`src/rtl/cpu_boot_sequencer.sv`:
```
// rtl/cpu_boot_sequencer.sv - stream loader for register bank / instruction memory plus bounded CPU run window
module cpu_boot_sequencer #(
   parameter int DATA_W   = 32,
   parameter int RF_DEPTH = 32,
   parameter int IM_DEPTH = 64,
   parameter int RUN_W    = 16,
   localparam int RF_AW   = $clog2(RF_DEPTH),
   localparam int IM_AW   = $clog2(IM_DEPTH)
) (
   input  logic              clk_CPU,
   input  logic              rst_n,
   input  logic              start,
   input  logic              abort,
   input  logic [RUN_W-1:0]  run_len,
   input  logic              ld_valid,
   output logic              ld_ready,
   input  logic [DATA_W-1:0] ld_data,
   input  logic              ld_sel,
   input  logic              ld_last,
   output logic              rf_we,
   output logic [RF_AW-1:0]  rf_addr,
   output logic [DATA_W-1:0] rf_wdata,
   output logic              im_we,
   output logic [IM_AW-1:0]  im_addr,
   output logic [DATA_W-1:0] im_wdata,
   output logic              cpu_rst_n,
   output logic              busy,
   output logic              done,
   output logic              ovf_err
);

   // Counters are one bit wider than the address so they can sit at DEPTH
   // (memory full) without wrapping back onto entry 0.
   localparam int RF_CW = RF_AW + 1;
   localparam int IM_CW = IM_AW + 1;

   typedef enum logic [1:0] {
      S_IDLE,
      S_LOAD,
      S_RUN,
      S_DONE
   } state_t;

   state_t            state;
   state_t            state_nxt;
   logic [RF_CW-1:0]  rf_cnt;
   logic [IM_CW-1:0]  im_cnt;
   logic [RUN_W-1:0]  run_len_q;
   logic [RUN_W-1:0]  run_cnt;
   logic              hs;
   logic              load_go;
   logic              rf_full;
   logic              im_full;

   assign hs      = ld_valid & ld_ready;
   assign rf_full = (rf_cnt == RF_CW'(RF_DEPTH));
   assign im_full = (im_cnt == IM_CW'(IM_DEPTH));

   // State register
   always_ff @(posedge clk_CPU or negedge rst_n) begin
      if (!rst_n) begin
         state <= S_IDLE;
      end else begin
         state <= state_nxt;
      end
   end

   // Next-state and state-decoded outputs; abort overrides every transition
   always_comb begin
      state_nxt = state;
      load_go   = 1'b0;
      ld_ready  = 1'b0;
      cpu_rst_n = 1'b0;
      busy      = 1'b0;
      done      = 1'b0;
      case (state)
         S_IDLE: begin
            if (start) begin
               load_go   = !abort;
               state_nxt = S_LOAD;
            end
         end
         S_LOAD: begin
            ld_ready = 1'b1;
            busy     = 1'b1;
            if (hs && ld_last) begin
               state_nxt = (run_len_q == '0) ? S_DONE : S_RUN;
            end
         end
         S_RUN: begin
            cpu_rst_n = 1'b1;
            busy      = 1'b1;
            // run_cnt counts completed RUN cycles, so this is the last one
            if (run_cnt == run_len_q - RUN_W'(1)) begin
               state_nxt = S_DONE;
            end
         end
         S_DONE: begin
            done = 1'b1;
            if (start) begin
               load_go   = !abort;
               state_nxt = S_LOAD;
            end
         end
         default: state_nxt = S_IDLE;
      endcase
      if (abort) begin
         state_nxt = S_IDLE;
      end
   end

   // Registered write ports, address counters and sticky overflow flag.
   // A handshake taken in the same cycle as abort still produces its write.
   always_ff @(posedge clk_CPU or negedge rst_n) begin
      if (!rst_n) begin
         rf_we     <= 1'b0;
         rf_addr   <= '0;
         rf_wdata  <= '0;
         im_we     <= 1'b0;
         im_addr   <= '0;
         im_wdata  <= '0;
         rf_cnt    <= '0;
         im_cnt    <= '0;
         ovf_err   <= 1'b0;
         run_len_q <= '0;
      end else begin
         rf_we <= 1'b0;
         im_we <= 1'b0;
         if (load_go) begin
            rf_cnt    <= '0;
            im_cnt    <= '0;
            ovf_err   <= 1'b0;
            run_len_q <= run_len;
         end
         if (hs) begin
            if (!ld_sel) begin
               if (rf_full) begin
                  ovf_err <= 1'b1;
               end else begin
                  rf_we    <= 1'b1;
                  rf_addr  <= rf_cnt[RF_AW-1:0];
                  rf_wdata <= ld_data;
                  rf_cnt   <= rf_cnt + RF_CW'(1);
               end
            end else begin
               if (im_full) begin
                  ovf_err <= 1'b1;
               end else begin
                  im_we    <= 1'b1;
                  im_addr  <= im_cnt[IM_AW-1:0];
                  im_wdata <= ld_data;
                  im_cnt   <= im_cnt + IM_CW'(1);
               end
            end
         end
      end
   end

   // Run-window cycle counter; idles at zero outside RUN
   always_ff @(posedge clk_CPU or negedge rst_n) begin
      if (!rst_n) begin
         run_cnt <= '0;
      end else if (state == S_RUN) begin
         run_cnt <= run_cnt + RUN_W'(1);
      end else begin
         run_cnt <= '0;
      end
   end

endmodule
```
`config.mk`:
```
export PLATFORM = sky130hd
export DESIGN_NAME = cpu_boot_sequencer
export DESIGN_NICKNAME = d
export VERILOG_FILES = /design/src/rtl/cpu_boot_sequencer.sv
export SDC_FILE = /design/constraint.sdc
export NUM_CORES = 1
export LEC_CHECK = 0
export ABC_AREA = 1
export CAP_MARGIN = 20
export CORE_AREA = 3 3 124 126
export CTS_CLUSTER_SIZE = 40
export DETAILED_ROUTE_END_ITERATION = 7
export DIE_AREA = 0 0 127 129
export PLACE_DENSITY = 0.69
export SLEW_MARGIN = 0
export SYNTH_ARGS = -nofsm -noshare
export SYNTH_HDL_FRONTEND = slang
export SYNTH_SLANG_ARGS = --single-unit
```
`constraint.sdc`:
```
create_clock -name clk_CPU -period 2.36 [get_ports clk_CPU]
set_input_delay 0.472 -clock clk_CPU [delete_from_list [all_inputs] [get_ports clk_CPU]]
set_output_delay 0.472 -clock clk_CPU [all_outputs]
set_load 0.01 [all_outputs]
```
Yosys cells after proc, flatten, opt, wreduce, memory -nomap -nowiden
Index checks and enable logic that the tools add are counted.
{"block": "classes", "mux": 32, "reduce_logical": 9, "add_sub_neg": 4, "n_eq_ne": 9, "bitwise": 4}
{"operator": "7-bit two-way mux", "n": 4}
{"operator": "6-bit two-way mux", "n": 4}
{"operator": "1-bit two-way mux", "n": 18}
{"operator": "16-bit by 1-bit adder with 16-bit output (second input constant)", "n": 1}
{"operator": "16-bit equality test", "n": 1}
{"operator": "16-bit zero test", "n": 1}
{"operator": "16-bit two-way mux", "n": 1}
{"operator": "16-bit by 1-bit subtractor with 16-bit output (second input constant)", "n": 1}
{"operator": "3-bit AND reduction", "n": 3}
{"operator": "2-bit two-way mux", "n": 4}
{"operator": "7-bit by 1-bit adder with 7-bit output (second input constant)", "n": 1}
{"operator": "7-bit equality test (second input constant)", "n": 1}
{"operator": "6-bit by 1-bit adder with 6-bit output (second input constant)", "n": 1}
{"operator": "6-bit equality test (second input constant)", "n": 1}
{"operator": "3-bit inequality test (second input constant)", "n": 2}
{"operator": "2-bit one-hot mux with 3 select lines", "n": 1}
{"operator": "2-bit equality test (second input constant)", "n": 2}
{"operator": "2-bit OR reduction", "n": 2}
{"operator": "3-bit by 1-bit inequality test with 1-bit output (second input constant)", "n": 1}
{"operator": "1-bit NOT", "n": 3}
{"operator": "2-bit by 1-bit equality test with 1-bit output (second input constant)", "n": 1}
{"operator": "2-bit zero test", "n": 1}
{"operator": "1-bit bitwise AND", "n": 1}
{"operator": "1-bit logical AND", "n": 1}
{"operator": "1-bit zero test", "n": 1}
{"block": "word_totals", "elab_cells": 70, "ff_bits": 125, "output_inout_bits": 82}

Longest topological paths before layout
Gate-level depths: netlist of the first run.
{"block": "logic_depth", "ltp_word": 7, "ltp_mapped": 15, "depth_no_buf": 15}

Least setup slack after synthesis of the first run
Ideal clock, no wire load.
{"block": "synth_path", "path_kind": "reg2reg", "from": "reg run_len_q[0]", "to": "reg state[0]", "arrival_time_ns": 1.654, "n_path_buf": 0, "stages_incl_launch_ff": 16, "path_slack_ns": 0.587, "period_less_slack_ns": 1.773, "path_cell_list": "dfrtp_1 -> inv_1 -> ha_1 -> nand2_1 -> nor2_1 -> nand3_1 -> nand2_1 -> nand2_1 -> nor2_1 -> nand2_1 -> nor2_1 -> nand3_1 -> nand2_2 -> nand3_1 -> nand2_1 -> nor2_1"}
{"block": "synth_via", "elab_chain_len": 5, "elab_cells_between_ends": 9}
{"item": "from (decl)", "line_no": "48", "text": "logic [RUN_W-1:0] run_len_q;"}
{"item": "from (signal assigned)", "line_no": "133", "text": "run_len_q <= run_len;"}
{"item": "branches (longest 5 deep; another with 16-bit by 1-bit subtractor with 16-bit output)"}
{"item": "to (signal assigned)", "line_no": "64", "text": "state <= state_nxt;"}
{"item": "to (decl)", "line_no": "44", "text": "state_t state;"}
Several ways; the timed one is not identified. The select of a mux whose other input is x is not followed.
A chain may end at the register's enable or synchronous reset.

Worst setup path after layout of the first run
{"block": "layout_path", "from": "reg state[0]", "to": "out busy"}
{"block": "layout_via", "elab_chain_len": 3, "elab_cells_between_ends": 4}
{"item": "2-bit equality test or 2-bit by 1-bit equality test with 1-bit output (tied branches)", "line_no": "76", "text": "case (state)"}
{"item": "2-bit OR reduction (no source line) (*)"}
{"item": "1-bit two-way mux (*)", "line_no": "76"}
{"item": "to (decl)", "line_no": "27", "text": "output logic busy,"}
Every way passes the cells marked *; elsewhere a longest branch is shown, timed or not.

==> out/qor.txt, run 1 <==
Status = completed
DIE WIDTH = 127 µm
Mapped Avg Cell Area = 8.43 µm²
Post-route DRC = 0
Crit-path most repeated cell = inv_1
Most used DFF post-synth = dfrtp_1
Footprint of the multi-input gates = 2200 µm²
Placer Congestion = 0.883
Power per cell area = 1210 nW/µm²
CTS max path bufs = 2
Hpwl dp = 10200 µm
Total detailed-routing wirelength = 14200 µm
Pins Over Slew Limit = 0
Critical-path top delay cell = clkdlybuf4s50_1
CTS Sinks = 125
GRT Total Usage = 0.182
Clock Skew = 0.00979 ns
Most frequent cells in the layout = nand2_1 (178), clkdlybuf4s50_1 (135), dfrtp_1 (125), o21ai_0 (101), inv_1 (88)
Diode count = 0
Worst slew pin tran = 0.360 ns
Mapped Cells = 682
I/O Buffers = 136
Share of cells above drive strength 1 = 0.0785
CTS H-tree lvls = 4
Fill cell count = 1303
R2r setup slk = 0.38 ns
Nets = 893
Die area = 16400 µm²
Final Hold Vio Count = 0
Clock slew at reported path FFs = 0.06 ns
Iter 0 DRT Violations = 293
Crit path capture type = primary output
Vias in the first global route = 4751
Antenna violations before repair = 0
CP max FO = 3
GRT overflow = 0
I/O pin count = 137
Post-synth top area share = 0.544
Register area share after synthesis = 0.544
Global-route wire length before repair = 23600 µm
Synth Warn # = 0
Per-cell routed wire length = 13.9 µm
WHS Path Cells = 2
Max-Cap Viols = 0
R2R cell count = 15
Pleak = 3.73 nW
Synthesized area = 5750 µm²
Initial Utilization = 0.399
CTS Buf Count = 17
CP arrival = 1.79 ns
Slowest stage delay, CP = 0.54 ns
Vias per cell = 4.74
Setup Total Neg Slack = 0 ns
Slew margin rel. = 0.760
CTS tree = done
DRT Pass-1 Iters = 5
Final Util = 0.554
Crit path launch type = flop
Hold_ws = 0.480 ns
Async set or reset register ratio after synthesis = 1.00
Number of synthesized flops with an enable pin = 0
Synth unique cells = 35
Mapped Nets = 747
Min Clock Period, post-route = 2.27 ns
Worst Path Required = 1.89 ns
HP Class = reg -> reg
Die Height = 129 µm
CTS root buf = clkbuf_16
Core box area = 14400 µm²
RSZ-0062 raised after global routing = false
Vias = 4856
Setup CP Type = reg -> out
Largest net degree at the start of global routing = 79
Synth top area cells = dfrtp_1 (54%), nand2_1 (12%), o21ai_0 (8.8%), inv_1 (5.7%), nor2_1 (2.9%)
Seq. cell area = 3130 µm²
Synth area leader = dfrtp_1
Fin crit share = 0.960
Setup violators final = 0
Layout area overhead = 38.9%
Peak supply drop = 678 µV
Crit-path cells = inv_1, ha_1, inv_1, clkdlybuf4s50_1
Post-DRT Antenna Nets = 0
Fmax = 0.441 GHz
# rows = 44
#FFs+latches synth = 125
Commonest non-fill, non-tap cell in the layout = nand2_1
Clock latency on the worst-skew pair = 0.41 ns
==> final cells by class <==
class,instances,area share
inverters,91,0.0428
multi-input cells,444,0.275
well taps,184,0.0288
flip-flops and latches,125,0.392
repair buffers,149,0.191
clock buffers,19,0.0542
clock inverters,13,0.0165
==> report_power, final <==
group          switching, mW  leakage (nW)  internal, mW
registers              0.565          1.62          2.91
clock network           1.01         0.260          1.47
logic                   1.85          1.85          1.88
total                   3.43          3.73          6.27
==> flip-flops by register name, summed over array words and instances (netlist names), 5 cells and up <==
signal     cells
im_wdata      32
rf_wdata      32
im_addr        6
rf_addr        5
run_len_q     16
run_cnt       16
rf_cnt         6
im_cnt         7
==> stage by stage <==
step           total power [mW]  cell area [µm²]  setup slack, ns  std cells
6_report                   9.70             7990           0.0934       1025
5_1_grt                    10.4             7990           0.0469       1025
4_1_cts                    9.78             7970           0.0462       1023
3_5_place_dp               7.22             7390            0.288        990
3_3_place_gp               7.18             7390            0.320        990
2_1_floorplan              5.24             5750            0.587        682
==> critical path, delay by kind of cell, from the launching register on <==
kind	cells	cell delay, ns
buf+inv	3	0.68
flops	1	0.39
fa+ha+maj	1	0.33
==> routing by layer <==
metal / track usage / wire [µm] / share of wire / vias to the layer above
met4: 0.0568 / 127 / 0.0089 / 0
met3: 0.0839 / 1240 / 0.087 / 13
li1: - / - / - / 2460
met1: 0.227 / 6290 / 0.44 / 2249
met5: 0 / 0 / 0 / -
met2: 0.285 / 6590 / 0.46 / 134
==> kinds of logic after synthesis <==
group,synth area share
AOI/OAI and AO/OA,0.110
xor gates and xnor gates,0.0283
adders and majority gates,0.0218
buffers and inverters,0.0746
DFF,0.544
muxes,0.00174
and+or+nand+nor,0.219
==> Yosys cell counts, types with 2 or more instances <==
| cell type | count |
|---|---|
| a21oi_1 | 11 |
| clkbuf_1 | 16 |
| nand3b_1 | 5 |
| nand2_1 | 180 |
| nand2_2 | 6 |
| buf_2 | 4 |
| inv_1 | 88 |
| o21ai_1 | 3 |
| xnor2_1 | 8 |
| ha_1 | 10 |
| buf_1 | 2 |
| inv_2 | 3 |
| nand3_1 | 30 |
| xor2_1 | 8 |
| nor3b_1 | 2 |
| nor2_1 | 45 |
| nand4_1 | 4 |
| dfrtp_1 | 125 |
| o31ai_1 | 2 |
| nor2_2 | 7 |
| nor2_4 | 2 |
| nor3_1 | 8 |
| o21ai_0 | 101 |
==> what timing repair did <==
| item | in CTS | in global routing |
|---|---|---|
| hold buffers | 1 | 0 |
| buffers inserted | 0 | 2 |
| gates resized for setup | 0 | 1 |
| endpoints found under the setup margin | 0 | 2 |
| hold endpoints to repair | 11 | 0 |
==> final timing paths <==
kind	start	end
max	state[0]$_DFFE_PN0P_	busy
min	rf_wdata[7]$_DFFE_PN0P_	rf_wdata[7]$_DFFE_PN0P_
max reg2reg	run_len_q[0]$_DFFE_PN0P_	state[0]$_DFFE_PN0P_
min reg2reg	rf_wdata[7]$_DFFE_PN0P_	rf_wdata[7]$_DFFE_PN0P_
max in group asynchronous	rst_n	im_addr[2]$_DFFE_PN0P_
min in group asynchronous	rst_n	im_wdata[10]$_DFFE_PN0P_
Power figures use the tool's default switching activity.
==> run 2: changes to the inputs <==
CTS_CLUSTER_DIAMETER = 60   (was unset)
SETUP_SLACK_MARGIN = 0.15   (was unset)
TNS_END_PERCENT = 1   (was unset)
==> run 2 against run 1 <==
Net effect:
- die area stayed put
- global-route usage hardly changed
- register-to-register slack better by 0.03 ns
- combinational power hardly changed
- first-iteration DRC count stayed put
- clock power hardly changed
- non-clock buffer count is 1 lower
- critical path type unchanged
- largest power group unchanged
==> out/qor.txt, run 2 (synthesized netlist as in run 1, its figures left out) <==
Status = completed
# rows = 44 (unchanged)
Commonest non-fill, non-tap cell in the layout = nand2_1
CTS Sinks = 125 (unchanged)
Global-route wire length before repair = 23600 µm (about the same)
GRT Total Usage = 0.182 (about the same)
Post-route cell area = 7990 µm² (about the same)
Diode count = 0 (unchanged)
Max-Cap Viols = 0 (unchanged)
Vias = 4849 (-0.14%)
Post-DRT Antenna Nets = 0 (unchanged)
Hold_ws = 0.482 ns (+0.00124 ns)
CTS tree = done
Placement-stage cell area = 7390 µm² (unchanged)
DRT Pass-1 Iters = 4 (-1)
Worst slew pin tran = 0.340 ns (-0.0193 ns)
Slew margin rel. = 0.773 (+0.0128)
Fin crit share = 0.902 (-0.0588)
GRT overflow = 0 (unchanged)
I/O pin count = 137 (unchanged)
Nets = 892 (-0.11%)
DIE WIDTH = 127 µm (unchanged)
Clock Skew = 0.0108 ns (+0.00100 ns)
Placer Congestion = 0.883 (unchanged)
Clock latency on the worst-skew pair = 0.41 ns (about the same)
Comb pwr share = 0.384 (about the same)
CTS max path bufs = 2 (unchanged)
Sequential Power Share = 0.359 (about the same)
Vias per cell = 4.74 (about the same)
Layout area overhead = 38.9% (about the same)
Internal cell power = 6.26 mW (-0.18%)
Peak supply drop = 679 µV (+0.16%)
Antenna violations before repair = 0 (unchanged)
Hpwl dp = 10200 µm (unchanged)
Setup Total Neg Slack = 0 ns (unchanged)
Clock slew at reported path FFs = 0.06 ns (about the same)
RSZ-0062 raised after global routing = true
Switching power = 3.43 mW (+0.11%)
Worst Path Required = 1.89 ns (about the same)
CTS Buf Count = 17 (unchanged)
Pleak = 3.73 nW (-0.13%)
Non-Filler Instances = 1024 (-0.098%)
Min Clock Period, post-route = 2.13 ns (-0.139 ns)
Per-cell routed wire length = 13.9 µm (-0.35%)
Clock share of power = 0.257 (about the same)
Setup violators final = 0 (unchanged)
CTS H-tree lvls = 4 (unchanged)
Iter 0 DRT Violations = 293 (unchanged)
Initial Utilization = 0.399 (unchanged)
Fmax = 0.470 GHz (+6.5%)
Crit path capture type = primary output
CTS root buf = clkbuf_16
CP arrival = 1.66 ns (-0.13 ns)
Total power = 9.69 mW (about the same)
Post-route DRC = 0 (unchanged)
Crit path launch type = flop
Die area = 16400 µm² (unchanged)
HP Class = reg -> reg
Pins Over Slew Limit = 0 (unchanged)
I/O Buffers = 136 (unchanged)
CP max FO = 5 (+2)
Biggest regs = im_wdata: 32 flops, rf_wdata: 32 flops
Final Hold Vio Count = 0 (unchanged)
Power per cell area = 1210 nW/µm² (about the same)
Total detailed-routing wirelength = 14200 µm (-0.45%)
Switching share of power = 0.354 (+0.000659)
Setup CP Type = reg -> out
Largest net degree at the start of global routing = 79 (unchanged)
Die Height = 129 µm (unchanged)
Core box area = 14400 µm² (unchanged)
Cells after DPL = 990 (unchanged)
Most frequent cells in the layout = nand2_1 (178), clkdlybuf4s50_1 (134), dfrtp_1 (125), o21ai_0 (101), inv_1 (88)
Vias in the first global route = 4750 (-0.021%)
Share of cells above drive strength 1 = 0.0798 (+0.00128)
[run 2: cell types whose count changed in the layout (fill, tap and decap cells not counted)]
cell / before / now
nor2_2: 8 / 7
ha_1: 10 / 8
clkdlybuf4s50_1: 135 / 134
buf_4: 8 / 7
nor2_4: 2 / 3
dlygate4sd2_1: 0 / 1
ha_2: 0 / 2
[run 2: worst paths after layout]
check	from	endpoint	slack [ns]	cells past startpoint
worst min-delay path	rf_wdata[7]$_DFFE_PN0P_	rf_wdata[7]$_DFFE_PN0P_	0.48	2
min in group asynchronous	rst_n	im_wdata[10]$_DFFE_PN0P_	0.50	2
max in group asynchronous	rst_n	im_addr[2]$_DFFE_PN0P_	1.26	3
worst max register to register	run_len_q[0]$_DFFE_PN0P_	state[0]$_DFFE_PN0P_	0.41	15
worst min register to register	rf_wdata[7]$_DFFE_PN0P_	rf_wdata[7]$_DFFE_PN0P_	0.48	2
worst max-delay path	state[1]$_DFFE_PN0P_	ld_ready	0.23	3
[run 2: layer usage]
metal / vias to the layer above / share of wire / global-route usage
met5: - / 0 / 0
met4: 0 / 0.0097 / 0.0568
met3: 11 / 0.089 / 0.0839
met2: 130 / 0.46 / 0.285
met1: 2252 / 0.44 / 0.227
li1: 2456 / - / -
[run 2: repair_timing]
item / in CTS / in global routing
setup endpoints to repair: 1 / 3
cloned: 0 / 0
hold endpoints to repair: 11 / 0
resized for setup: 1 / 4
setup buffers: 1 / 0
hold buffers: 1 / 0
[run 2: metrics by stage]
step                      setup WS (ns)  utilization
final                             0.232        0.554
after global routing              0.117        0.554
after CTS                         0.171        0.553
after detailed placement          0.288        0.513
after global placement            0.320        0.513
after floorplan                   0.587            -
[run 2: worst max-delay path, cell delays in order, from the launching register on]
cell and delay, ns:
dfrtp_1 0.41, inv_1 0.08, ha_2 0.21, clkdlybuf4s50_1 0.54
[run 2: layout make-up]
cell class	count	area (µm²)
Inverter	91	342
Sequential cell	125	3130
Multi-Input combinational cell	444	2210
Tap cell	184	230
Timing Repair Buffer	148	1510
Clock buffer	19	433
Fill cell	1308	6440
Clock inverter	13	131
[run 2: power by group through the flow]
stage                     clock network [mW]  registers, mW  logic [mW]
after global placement                     0           3.49        3.69
final                                   2.49           3.48        3.72
after floorplan                            0           3.68        1.57
after detailed placement                   0           3.48        3.74
after global routing                    2.64           3.59        4.18
after CTS                               2.54           3.48        3.77
